<file path="config.mk">
export PLATFORM = sky130hd
export DESIGN_NAME = rf_wb_arbiter
export DESIGN_NICKNAME = d
export VERILOG_FILES = /design/src/rtl/rf_wb_arbiter_pkg.sv /design/src/rtl/wb_fifo.sv /design/src/rtl/rf_wb_arbiter.sv
export SDC_FILE = /design/constraint.sdc
export NUM_CORES = 1
export LEC_CHECK = 0
export ABC_CLOCK_PERIOD_IN_PS = 5150
export CORE_ASPECT_RATIO = 1.5
export CORE_MARGIN = 1
export CORE_UTILIZATION = 51
export DETAILED_ROUTE_END_ITERATION = 10
export GPL_TIMING_DRIVEN = 0
export PLACE_DENSITY_LB_ADDON = 0.08
export SLEW_MARGIN = 20
export SYNTH_ARGS = -nofsm -noshare
export SYNTH_HDL_FRONTEND = slang
export SYNTH_SLANG_ARGS = --single-unit
</file>
<file path="constraint.sdc">
create_clock -name clk -period 5.15 [get_ports clk]
set_input_delay 0.515 -clock clk [delete_from_list [all_inputs] [get_ports clk]]
set_output_delay 0.515 -clock clk [all_outputs]
set_load 0.05 [all_outputs]
</file>
<file path="src/rtl/rf_wb_arbiter_pkg.sv">
// Shared types for the register-file write-port arbiter: register index,
// data word and the buffered long-latency result entry.
package rf_wb_arbiter_pkg;

  localparam int XLEN   = 32;
  localparam int REG_AW = 5;
  localparam int NREGS  = 1 << REG_AW;

  typedef logic [REG_AW-1:0] reg_idx_t;
  typedef logic [XLEN-1:0]   xdata_t;

  typedef struct packed {
    reg_idx_t rd;
    xdata_t   wd;
  } wb_entry_t;

  // One-hot mask of a destination register; x0 never appears in the mask.
  function automatic logic [NREGS-1:0] reg_mask(input reg_idx_t r);
    reg_mask = '0;
    if (r != '0) reg_mask[r] = 1'b1;
  endfunction

endpackage

</file>
<file path="src/rtl/wb_fifo.sv">
// Small synchronous FIFO holding long-latency results until the register-file
// write port is free. Push and pop may happen in the same cycle.
module wb_fifo
  import rf_wb_arbiter_pkg::*;
#(
  parameter int DEPTH = 2
) (
  input  logic      clk,
  input  logic      rst_n,
  input  logic      push,
  input  wb_entry_t push_data,
  input  logic      pop,
  output wb_entry_t head,
  output logic      full,
  output logic      empty
);

  localparam int AW = $clog2(DEPTH);

  logic [AW:0] wr_ptr_q, wr_ptr_d;
  logic [AW:0] rd_ptr_q, rd_ptr_d;
  wb_entry_t   mem_q [DEPTH];
  logic        push_ok, pop_ok;

  // Pointers carry one wrap bit so full and empty are distinguishable.
  assign empty   = (wr_ptr_q == rd_ptr_q);
  assign full    = (wr_ptr_q[AW] != rd_ptr_q[AW]) &&
                   (wr_ptr_q[AW-1:0] == rd_ptr_q[AW-1:0]);
  assign push_ok = push && !full;
  assign pop_ok  = pop && !empty;
  assign head    = mem_q[rd_ptr_q[AW-1:0]];

  always_comb begin
    wr_ptr_d = wr_ptr_q + (AW+1)'(push_ok);
    rd_ptr_d = rd_ptr_q + (AW+1)'(pop_ok);
  end

  // NOTE: sequential state uses non-blocking assignments so every flop
  // samples the pre-edge value of its inputs regardless of block ordering.
  always_ff @(posedge clk or negedge rst_n) begin
    if (!rst_n) begin
      wr_ptr_q <= '0;
      rd_ptr_q <= '0;
    end else begin
      wr_ptr_q <= wr_ptr_d;
      rd_ptr_q <= rd_ptr_d;
    end
  end

  // NOTE: the storage array is deliberately not reset; an entry is only
  // ever read after it was written, so reset pointers alone make it empty.
  always_ff @(posedge clk) begin
    if (push_ok) mem_q[wr_ptr_q[AW-1:0]] <= push_data;
  end

endmodule

</file>
<file path="src/rtl/rf_wb_arbiter.sv">
// Shares the register-file write port between pipeline writeback and a
// buffered long-latency unit; tracks in-flight destinations for decode stall.
module rf_wb_arbiter
  import rf_wb_arbiter_pkg::*;
#(
  parameter int DEPTH      = 2,
  parameter int STARVE_LIM = 3
) (
  input  logic              clk,
  input  logic              rst_n,
  input  logic              wb_we,
  input  logic [REG_AW-1:0] wb_rd,
  input  logic [XLEN-1:0]   wb_wd,
  input  logic              mdu_valid,
  output logic              mdu_ready,
  input  logic [REG_AW-1:0] mdu_rd,
  input  logic [XLEN-1:0]   mdu_wd,
  input  logic              iss_valid,
  input  logic [REG_AW-1:0] iss_rd,
  input  logic [REG_AW-1:0] dec_rs1,
  input  logic [REG_AW-1:0] dec_rs2,
  input  logic [REG_AW-1:0] dec_rd,
  output logic              dec_stall,
  output logic              wb_stall,
  output logic              rf_we,
  output logic [REG_AW-1:0] rf_a3,
  output logic [XLEN-1:0]   rf_wd,
  output logic [NREGS-1:0]  busy
);

  localparam int              CW    = $clog2(STARVE_LIM + 1);
  localparam logic [CW-1:0]   LIM_C = CW'(STARVE_LIM);

  wb_entry_t        fifo_head;
  logic             fifo_full, fifo_empty;
  logic             fifo_push, fifo_pop;
  logic             wb_fire;
  logic [CW-1:0]    cnt_q, cnt_d;
  logic [NREGS-1:0] busy_q, busy_d;

  // Writes to x0 are dropped so the port is free for a buffered result.
  assign wb_fire   = wb_we && (wb_rd != '0);
  assign fifo_pop  = !wb_fire && !fifo_empty;
  assign fifo_push = mdu_valid && !fifo_full && (mdu_rd != '0);
  assign mdu_ready = !fifo_full;

  wb_fifo #(.DEPTH(DEPTH)) u_fifo (
    .clk       (clk),
    .rst_n     (rst_n),
    .push      (fifo_push),
    .push_data ('{rd: mdu_rd, wd: mdu_wd}),
    .pop       (fifo_pop),
    .head      (fifo_head),
    .full      (fifo_full),
    .empty     (fifo_empty)
  );

  // NOTE: every output of this block gets a default first, so no path
  // leaves a value unassigned and no latch is inferred.
  always_comb begin
    rf_we = 1'b0;
    rf_a3 = wb_rd;
    rf_wd = wb_wd;
    if (wb_fire) begin
      rf_we = rst_n;
    end else if (!fifo_empty) begin
      rf_we = rst_n;
      rf_a3 = fifo_head.rd;
      rf_wd = fifo_head.wd;
    end
  end

  always_comb begin
    cnt_d = cnt_q;
    if (fifo_empty || fifo_pop) cnt_d = '0;
    else if (cnt_q != LIM_C)    cnt_d = cnt_q + 1'b1;
  end

  assign wb_stall = (cnt_q == LIM_C);

  // Clear is applied before set so a same-cycle reissue keeps the bit.
  always_comb begin
    busy_d = busy_q;
    if (fifo_pop)  busy_d = busy_d & ~reg_mask(fifo_head.rd);
    if (iss_valid) busy_d = busy_d | reg_mask(iss_rd);
    busy_d[0] = 1'b0;
  end

  always_ff @(posedge clk or negedge rst_n) begin
    if (!rst_n) begin
      cnt_q  <= '0;
      busy_q <= '0;
    end else begin
      cnt_q  <= cnt_d;
      busy_q <= busy_d;
    end
  end

  assign busy      = busy_q;
  assign dec_stall = busy_q[dec_rs1] | busy_q[dec_rs2] | busy_q[dec_rd];

endmodule

</file>
==> flow_summary.json, run 1 <==
{
  "outcome": "completed",
  "drv_cap": 0,
  "hold_path_class": "flop to flop",
  "synthTopCellsByArea": "edfxtp_1 39%, dfrtp_1 16%, mux2i_1 7.1%",
  "drc": 0,
  "grt_pass1_vias": 4748,
  "ff2ff_path_depth": 5,
  "met2_usage": 0.527,
  "drive_gt1_frac": 0.115,
  "setup_viol": 0,
  "worstSetupStartpointType": "primary input",
  "syn-num-nets": 557,
  "min_period_ns": 3.81,
  "grtUsageMet3": 0.0751,
  "numPortBuffers": 162,
  "grt_pass1_wl_um": 24400,
  "yosys_warnings": 0,
  "cts_num_sinks": 111,
  "synthDistinctLibCells": 54,
  "p_clk_frac": 0.137,
  "post_cts_buffers": 0,
  "firstDrtPassIters": 6,
  "cts_buffers": 9,
  "intPower_w": 0.00289,
  "die_w_um": 88.0,
  "rows": 46,
  "switchingPower_w": 0.00262,
  "netlist_top_cells_count": "74 x edfxtp_1, 61 x nand2_1, 45 x o21ai_0",
  "dp_hpwl_um": 12000,
  "critPathArrivalTime_ns": 3.29,
  "rsz0062_at_grt": "false",
  "cts_tree": "built",
  "ir_drop_mv": 0.439,
  "whs_ns": 0.502,
  "syn2layout_area_growth_pct": 39.1,
  "viasPerCell": 5.90,
  "syn-cell-area_um2": 5660,
  "syn-instance-count": 454,
  "synth_edf_count": 74,
  "synth_top_area_frac": 0.392,
  "antenna_left": 0,
  "antenna_found_initial": 0,
  "drt_iter0_drc": 234,
  "grt_use_met1": 0.308,
  "placed_cell_area_um2": 7540,
  "cts.clk_slew.worst_paths_ns": 0.07,
  "crit_fanout": 10,
  "p_comb_frac": 0.580,
  "synth_seq_cells": 111,
  "synthArstFlopShare": 0.333,
  "die_area_um2": 11500,
  "cts_max_path_buffers": 2,
  "vias": 4605,
  "drt_wl_total_um": 15900,
  "slew-limit-headroom": 0.572,
  "insertedDiodeCount": 0,
  "seq_area_frac_synth": 0.556,
  "wire_per_inst_um": 20.3,
  "nets": 734,
  "fmax_mhz": 263,
  "fin_skew_ns": 0.00550,
  "grt_max_degree": 35,
  "yosysTopAreaCell": "edfxtp_1",
  "cts_max_level": 3,
  "insertion_delay_ns": 0.35,
  "final_core_util": 0.736,
  "avgSynthCellArea_um2": 12.5,
  "core_um2": 10700,
  "worstPathRequired_ns": 4.64,
  "fin_setup_tns_ns": 0,
  "fin_crit_sh": 0.739,
  "fin_area_um2": 7880,
  "tightestPinTransition_ns": 0.625,
  "track_usage": 0.291,
  "finalHoldViolCount": 0,
  "grt_busiest_layer": "met2",
  "worst_setup_path_end_kind": "primary output",
  "dp_slack_ns": 1.40,
  "power_density_nw_per_um2": 700,
  "leakagePower_nw": 2.95,
  "drv_slew": 0,
  "die_y_um": 131,
  "worst_slack_ns": 1.34,
  "start_util": 0.529,
  "cts_resized": 0,
  "yosysMostFrequentCell": "edfxtp_1",
  "worstSetupPathType": "primary input to primary output",
  "seqPwrFrac": 0.283,
  "pin_count": 172,
  "root_buffer": "clkbuf_16",
  "gpl.final_weighted_congestion": 0.925,
  "synthFlopType": "edfxtp_1",
  "min_path_cells": 1,
  "overflow": 0,
  "p_sw_frac": 0.475
}
-- registers in the layout, indices dropped and copies added (netlist names) --
signal,cells
busy,31
cnt_q,2
u_fifo.mem_q,74
u_fifo.wr_ptr_q,2
u_fifo.rd_ptr_q,2
-- layer usage --
| layer | part of all wire | wire length (um) | vias to the layer above |
|---|---|---|---|
| li1 | - | - | 2098 |
| met5 | 0 | 0 | - |
| met1 | 0.35 | 5490 | 2237 |
| met4 | 0.049 | 770 | 0 |
| met2 | 0.54 | 8550 | 216 |
| met3 | 0.066 | 1040 | 54 |
-- kinds of logic (layout without fill, tap and decap cells) --
kind of cell	Yosys count	in the layout	share of synthesized area
AOI/OAI and AO/OA	108	108	0.127
xor gates and xnor gates	5	5	0.00773
adders and majority gates	4	4	0.00884
buffers and inverters	35	217	0.0316
DFF	111	111	0.556
muxes	67	67	0.160
other	1	1	0.000662
and+or+nand+nor	123	123	0.108
-- power by group through the flow --
stage	Combinational, W	Sequential [W]	Clock [W]
CTS	0.00320	0.00155	0.000761
detailed placement	0.00318	0.00157	0
finish	0.00320	0.00156	0.000755
global placement	0.00308	0.00156	0
global route	0.00337	0.00159	0.000800
floorplan	0.00169	0.00192	0
-- worst paths after layout --
path | startpoint | endpoint | slack [ns]
max | wb_rd[1] | rf_a3[3] | 1.34
min | u_fifo.wr_ptr_q[1] | u_fifo.wr_ptr_q[1] | 0.50
max reg2reg | u_fifo.rd_ptr_q[0] | busy[6] | 2.95
min reg2reg | u_fifo.wr_ptr_q[1] | u_fifo.wr_ptr_q[1] | 0.50
max in group asynchronous | rst_n | busy[20] | 4.22
min in group asynchronous | rst_n | u_fifo.wr_ptr_q[1] | 0.52
-- layout by cell type (no fill, tap or decap), types with 4 or more instances in the layout --
master,netlist,final
inv_1,10,10
nand2b_1,7,7
xor2_1,4,4
nand2_1,61,61
o21ai_1,8,8
nand3_1,5,5
nand4_1,4,4
o21ai_0,45,45
o22a_1,4,4
o2bb2ai_1,21,21
mux2i_1,40,40
clkdlybuf4s50_1,0,161
nand3b_1,6,6
o31ai_1,7,7
nor2_1,16,16
clkbuf_16,0,9
buf_2,14,15
dfrtp_1,37,37
edfxtp_1,74,74
clkbuf_1,5,5
mux2_2,10,10
mux4_2,14,14
-- worst max-delay path, cell delays in order --
cell	delay (ns)
clkdlybuf4s50_1	0.48
or4_4	0.56
o21ai_4	0.24
nand2_2	0.09
buf_6	0.16
buf_2	0.21
o21ai_1	0.17
clkdlybuf4s50_1	0.86
-- through the flow --
step / cells / total power (W)
floorplan: 454 / 0.00362
global placement: 760 / 0.00464
detailed placement: 763 / 0.00475
CTS: 780 / 0.00551
global route: 780 / 0.00576
finish: 780 / 0.00551
-- final cells by class --
class                           instances  area [um2]
Buffer                                 24         138
Clock buffer                            9         225
Clock inverter                          7         104
Fill cell                             752        2830
Inverter                               11        41.3
Multi-Input combinational cell        308        2340
Sequential cell                       111        3150
Tap cell                              144         180
Timing Repair Buffer                  166        1700
-- timing repair --
| action | in CTS | in global routing |
|---|---|---|
| hold buffers | 1 | 0 |
| endpoints found under the setup margin | 0 | 0 |
| hold endpoints to repair | 4 | 0 |
(Power assumes the default switching activity.)
==> run 2: changes to the inputs <==
ABC_CLOCK_PERIOD_IN_PS = 3750   (was 5150)
CORE_UTILIZATION = 47   (was 51)
clock period = 3.75 ns   (was 5.15 ns; I/O delays follow)
==> run 2 against run 1 <==
Effect of this change: critical endpoint is now rf_wd[9]; highest routed layer unchanged; combinational power up 36%; sequential cell count unchanged; worst setup slack worse by 1.1 ns; total power grew 34%; die area is 8.4% higher; global-route usage fell by 2.8 points; hold slack got worse by 0.053 ns; clock skew down 0.0012 ns; routed wire length down 1.4%.
==> flow_summary.json, run 2 (synthesis results as in run 1) <==
{
  "power_density_nw_per_um2": 943,
  "track_usage": 0.264,
  "ff2ff_path_depth": 5,
  "seqPwrFrac": 0.291,
  "fin_skew_ns": 0.00427,
  "worstSetupStartpointType": "primary input",
  "leakagePower_nw": 2.91,
  "crit_fanout": 10,
  "grt_busiest_layer": "met2",
  "placed_cell_area_um2": 7530,
  "cts.clk_slew.worst_paths_ns": 0.07,
  "overflow": 0,
  "drv_slew": 0,
  "cts_tree": "built",
  "drc": 0,
  "grt_pass1_vias": 4584,
  "grt_use_met1": 0.281,
  "p_clk_frac": 0.118,
  "fin_setup_tns_ns": 0,
  "switchingPower_w": 0.00356,
  "critPathArrivalTime_ns": 3.09,
  "drt_wl_total_um": 15600,
  "ir_drop_mv": 0.608,
  "fin_crit_sh": 0.924,
  "numPortBuffers": 162,
  "cts_max_level": 3,
  "outcome": "completed",
  "pin_count": 172,
  "start_util": 0.486,
  "rsz0062_at_grt": "false",
  "met2_usage": 0.491,
  "reg2reg_to": "busy[5]",
  "syn2layout_area_growth_pct": 38.0,
  "tightestPinTransition_ns": 0.649,
  "final_cell_mix": "161 x clkdlybuf4s50_1, 74 x edfxtp_1, 61 x nand2_1",
  "insertedDiodeCount": 0,
  "cts_buffers": 9,
  "reg2reg_slack_ns": 1.54,
  "gpl.final_weighted_congestion": 0.898,
  "cts_max_path_buffers": 2,
  "antenna_left": 0,
  "cts_resized": 0,
  "fin_area_um2": 7810,
  "setup_viol": 0,
  "dp_hpwl_um": 12400,
  "worst_setup_path_end_kind": "primary output",
  "antenna_found_initial": 0,
  "p_comb_frac": 0.591,
  "drv_cap": 0,
  "core_um2": 11700,
  "min_period_ns": 3.46,
  "finalHoldViolCount": 0,
  "worstPathRequired_ns": 3.38,
  "root_buffer": "clkbuf_16",
  "worstSetupPathType": "primary input to primary output",
  "layout_commonest_cell": "clkdlybuf4s50_1",
  "grt_max_degree": 29,
  "intPower_w": 0.00381,
  "die_w_um": 91.6,
  "cts_num_sinks": 111,
  "drive_gt1_frac": 0.113,
  "firstDrtPassIters": 6,
  "die_y_um": 136,
  "nets": 734,
  "final_core_util": 0.671,
  "worstReg2RegStart": "u_fifo.rd_ptr_q[0]",
  "largest_reg_flops": 74,
  "wire_per_inst_um": 19.9,
  "grtUsageMet3": 0.0520,
  "drt_iter0_drc": 239,
  "rows": 48,
  "hold_path_class": "primary input to asynchronous set/reset pin",
  "vias": 4477,
  "viasPerCell": 5.70,
  "die_area_um2": 12500,
  "p_sw_frac": 0.483,
  "insertion_delay_ns": 0.34,
  "grt_pass1_wl_um": 24400,
  "slew-limit-headroom": 0.555,
  "fmax_mhz": 289
}
[run 2: how the worst max path moves through the flow]
stage / startpoint / end / slack [ns] / cells past startpoint
2_1_floorplan: wb_rd[2] / rf_wd[18] / 0.84 / 6
3_3_place_gp: rst_n / rf_we / 0.25 / 3
3_5_place_dp: wb_rd[2] / rf_a3[1] / 0.25 / 8
4_1_cts: wb_rd[2] / rf_a3[1] / 0.25 / 8
5_1_grt: wb_rd[2] / rf_a3[3] / 0.16 / 8
6_report: wb_rd[2] / rf_wd[9] / 0.29 / 8
[run 2: through the flow]
step	instances	hold slack [ns]	total power (W)	setup slack, ns
2_1_floorplan	454	0.0794	0.00497	0.837
3_3_place_gp	766	0.476	0.00643	0.250
3_5_place_dp	769	0.278	0.00654	0.255
4_1_cts	786	0.444	0.00742	0.252
5_1_grt	786	0.468	0.00772	0.160
6_report	786	0.450	0.00737	0.286
[run 2: what timing repair did]
action	in CTS	in global routing
hold buffers	1	0
endpoints found under the hold margin	11	0
setup buffers	0	0
[run 2: area by class of cell]
type	count	area (um2)
Clock inverter	7	46.3
Sequential cell	111	3150
Multi-Input combinational cell	308	2340
Tap cell	150	188
Buffer	24	138
Clock buffer	9	225
Fill cell	921	3840
Timing Repair Buffer	166	1690
Inverter	11	41.3
[run 2: per-layer routing]
metal	up-vias	wire length, um
met2	175	8660
met4	0	591
li1	2104	-
met1	2166	5480
met5	-	0
met3	32	911
[run 2: power groups by stage]
stage	registers (W)	logic, W	clock network, W
2_1_floorplan	0.00264	0.00233	0
3_3_place_gp	0.00216	0.00428	0
3_5_place_dp	0.00216	0.00437	0
4_1_cts	0.00214	0.00439	0.000886
5_1_grt	0.00220	0.00459	0.000931
6_report	0.00214	0.00435	0.000872
[run 2: critical path: stages]
cell	delay, ns
clkdlybuf4s50_1	0.44
or4_4	0.57
o21ai_4	0.24
nand2_2	0.09
buf_6	0.15
buf_6	0.14
o21ai_0	0.22
clkdlybuf4s50_1	0.85
==> run 3: changes to the inputs <==
SKIP_CTS_REPAIR_TIMING = 1   (was default)
==> run 3 against run 2 <==
Effect of this change: final area unchanged; worst setup slack worse by 0.00076 ns; core utilization unchanged; hold slack better by 0.0014 ns; sequential cell count unchanged; sequential power about the same.
==> flow_summary.json, run 3 (synthesis results as in run 1) <==
{
  "outcome": "completed",
  "final_core_util": 0.671,
  "dp_cells": 769,
  "grt_pass1_wl_um": 24400,
  "wire_per_inst_um": 19.9,
  "track_usage": 0.264,
  "largest_reg_flops": 74,
  "rsz0062_at_grt": "false",
  "intPower_w": 0.00381,
  "rows": 48,
  "drv_slew": 0,
  "crit_cells": 8,
  "fin_skew_ns": 0.00446,
  "core_um2": 11700,
  "finalHoldViolCount": 0,
  "hold_path_class": "primary input to asynchronous set/reset pin",
  "grt_max_degree": 29,
  "reg2reg_slack_ns": 1.57,
  "grt_pass1_vias": 4584,
  "slowest_delay_ns": 0.85,
  "path_buf_inv": 4,
  "reg2reg_to": "busy[5]",
  "ir_drop_mv": 0.609,
  "antenna_left": 0,
  "die_area_um2": 12500,
  "die_w_um": 91.6,
  "slew-limit-headroom": 0.570,
  "cts_tree": "built",
  "p_sw_frac": 0.483,
  "cts_max_path_buffers": 2,
  "layout_commonest_cell": "clkdlybuf4s50_1",
  "die_y_um": 136,
  "p_clk_frac": 0.118,
  "p_comb_frac": 0.590,
  "viasPerCell": 5.71,
  "switchingPower_w": 0.00356,
  "numPortBuffers": 162,
  "start_util": 0.486,
  "seqPwrFrac": 0.291,
  "critPathArrivalTime_ns": 3.09,
  "nets": 734,
  "min_period_ns": 3.46,
  "met2_usage": 0.491,
  "cts_num_sinks": 111,
  "fin_setup_tns_ns": 0,
  "fin_crit_sh": 0.924,
  "drive_gt1_frac": 0.113,
  "insertedDiodeCount": 0,
  "cpMaxStageDelayCell": "clkdlybuf4s50_1",
  "tightestPinTransition_ns": 0.627,
  "gpl.final_weighted_congestion": 0.898,
  "fin_area_um2": 7810,
  "antenna_found_initial": 0,
  "drc": 0,
  "placed_cell_area_um2": 7530,
  "drt_wl_total_um": 15700,
  "syn2layout_area_growth_pct": 38.0,
  "cts_max_level": 3,
  "insertion_delay_ns": 0.34,
  "worstSetupPathType": "primary input to primary output",
  "power_density_nw_per_um2": 943,
  "vias": 4489,
  "grt_busiest_layer": "met2",
  "setup_viol": 0,
  "ff_latch_area_um2": 3150,
  "worstReg2RegStart": "u_fifo.rd_ptr_q[0]",
  "nFillCells": 921,
  "crit_family": "buffers and inverters",
  "worstPathRequired_ns": 3.38,
  "fmax_mhz": 289,
  "firstDrtPassIters": 4,
  "leakagePower_nw": 2.91,
  "root_buffer": "clkbuf_16",
  "drt_iter0_drc": 228,
  "overflow": 0,
  "ff2ff_path_depth": 5,
  "crit_fanout": 10,
  "grtUsageMet3": 0.0520,
  "worstSetupStartpointType": "primary input",
  "crit_path_end": "rf_wd[9]",
  "drv_cap": 0,
  "grt_use_met1": 0.281,
  "crit_chain": "clkdlybuf4s50_1, or4_4, o21ai_4, nand2_2, buf_6, buf_6, o21ai_0, clkdlybuf4s50_1",
  "multi_input_area_um2": 2340,
  "crit_path_start": "wb_rd[2]",
  "cts.clk_slew.worst_paths_ns": 0.07,
  "final_cell_mix": "161 x clkdlybuf4s50_1, 74 x edfxtp_1, 61 x nand2_1",
  "worst_setup_path_end_kind": "primary output",
  "cts_buffers": 9,
  "dp_hpwl_um": 12400,
  "pin_count": 172,
  "stdcell_count": 786
}
[run 3: cell counts in the layout (fill, tap and decap cells not counted)]
No cell type changed its count.
[run 3: metrics by stage]
| stage | setup slack (ns) | hold WS (ns) | total power, W |
|---|---|---|---|
| after floorplan | 0.837 | 0.0794 | 0.00497 |
| after global placement | 0.250 | 0.476 | 0.00643 |
| after detailed placement | 0.255 | 0.278 | 0.00654 |
| after CTS | 0.252 | -0.0919 | 0.00742 |
| after global routing | 0.160 | 0.468 | 0.00772 |
| final | 0.285 | 0.451 | 0.00737 |
[run 3: how the worst min path moves through the flow]
stage,startpoint,to
3_3_place_gp,u_fifo.wr_ptr_q[1],u_fifo.wr_ptr_q[1]
6_report,rst_n,cnt_q[1]
4_1_cts,rst_n,cnt_q[1]
2_1_floorplan,rst_n,busy[10]
3_5_place_dp,rst_n,cnt_q[1]
5_1_grt,rst_n,cnt_q[0]
[run 3: area by class of cell]
class,count,share of cell area
repair buffers,166,0.216
plain buffers,24,0.0176
clock inverters,7,0.00592
inverters,11,0.00528
flip-flops and latches,111,0.403
multi-input cells,308,0.300
well taps,150,0.0240
clock buffers,9,0.0288
[run 3: worst reg2reg max path, stage by stage (launching register included)]
cell and delay (ns):
dfrtp_1 0.34, buf_2 0.22, mux2i_1 0.58, o21ai_0 0.39, o31ai_1 0.34, o21ai_0 0.16
[run 3: power by group through the flow]
stage | Clock, W | Combinational [W] | Sequential [W]
after floorplan | 0 | 0.00233 | 0.00264
after global placement | 0 | 0.00428 | 0.00216
after detailed placement | 0 | 0.00437 | 0.00216
after CTS | 0.000886 | 0.00439 | 0.00214
after global routing | 0.000931 | 0.00459 | 0.00220
final | 0.000873 | 0.00435 | 0.00215
[run 3: per-layer routing]
metal | wire (um) | up-vias
met5 | 0 | -
met4 | 591 | 0
met3 | 849 | 32
met2 | 8630 | 170
met1 | 5590 | 2182
li1 | - | 2105
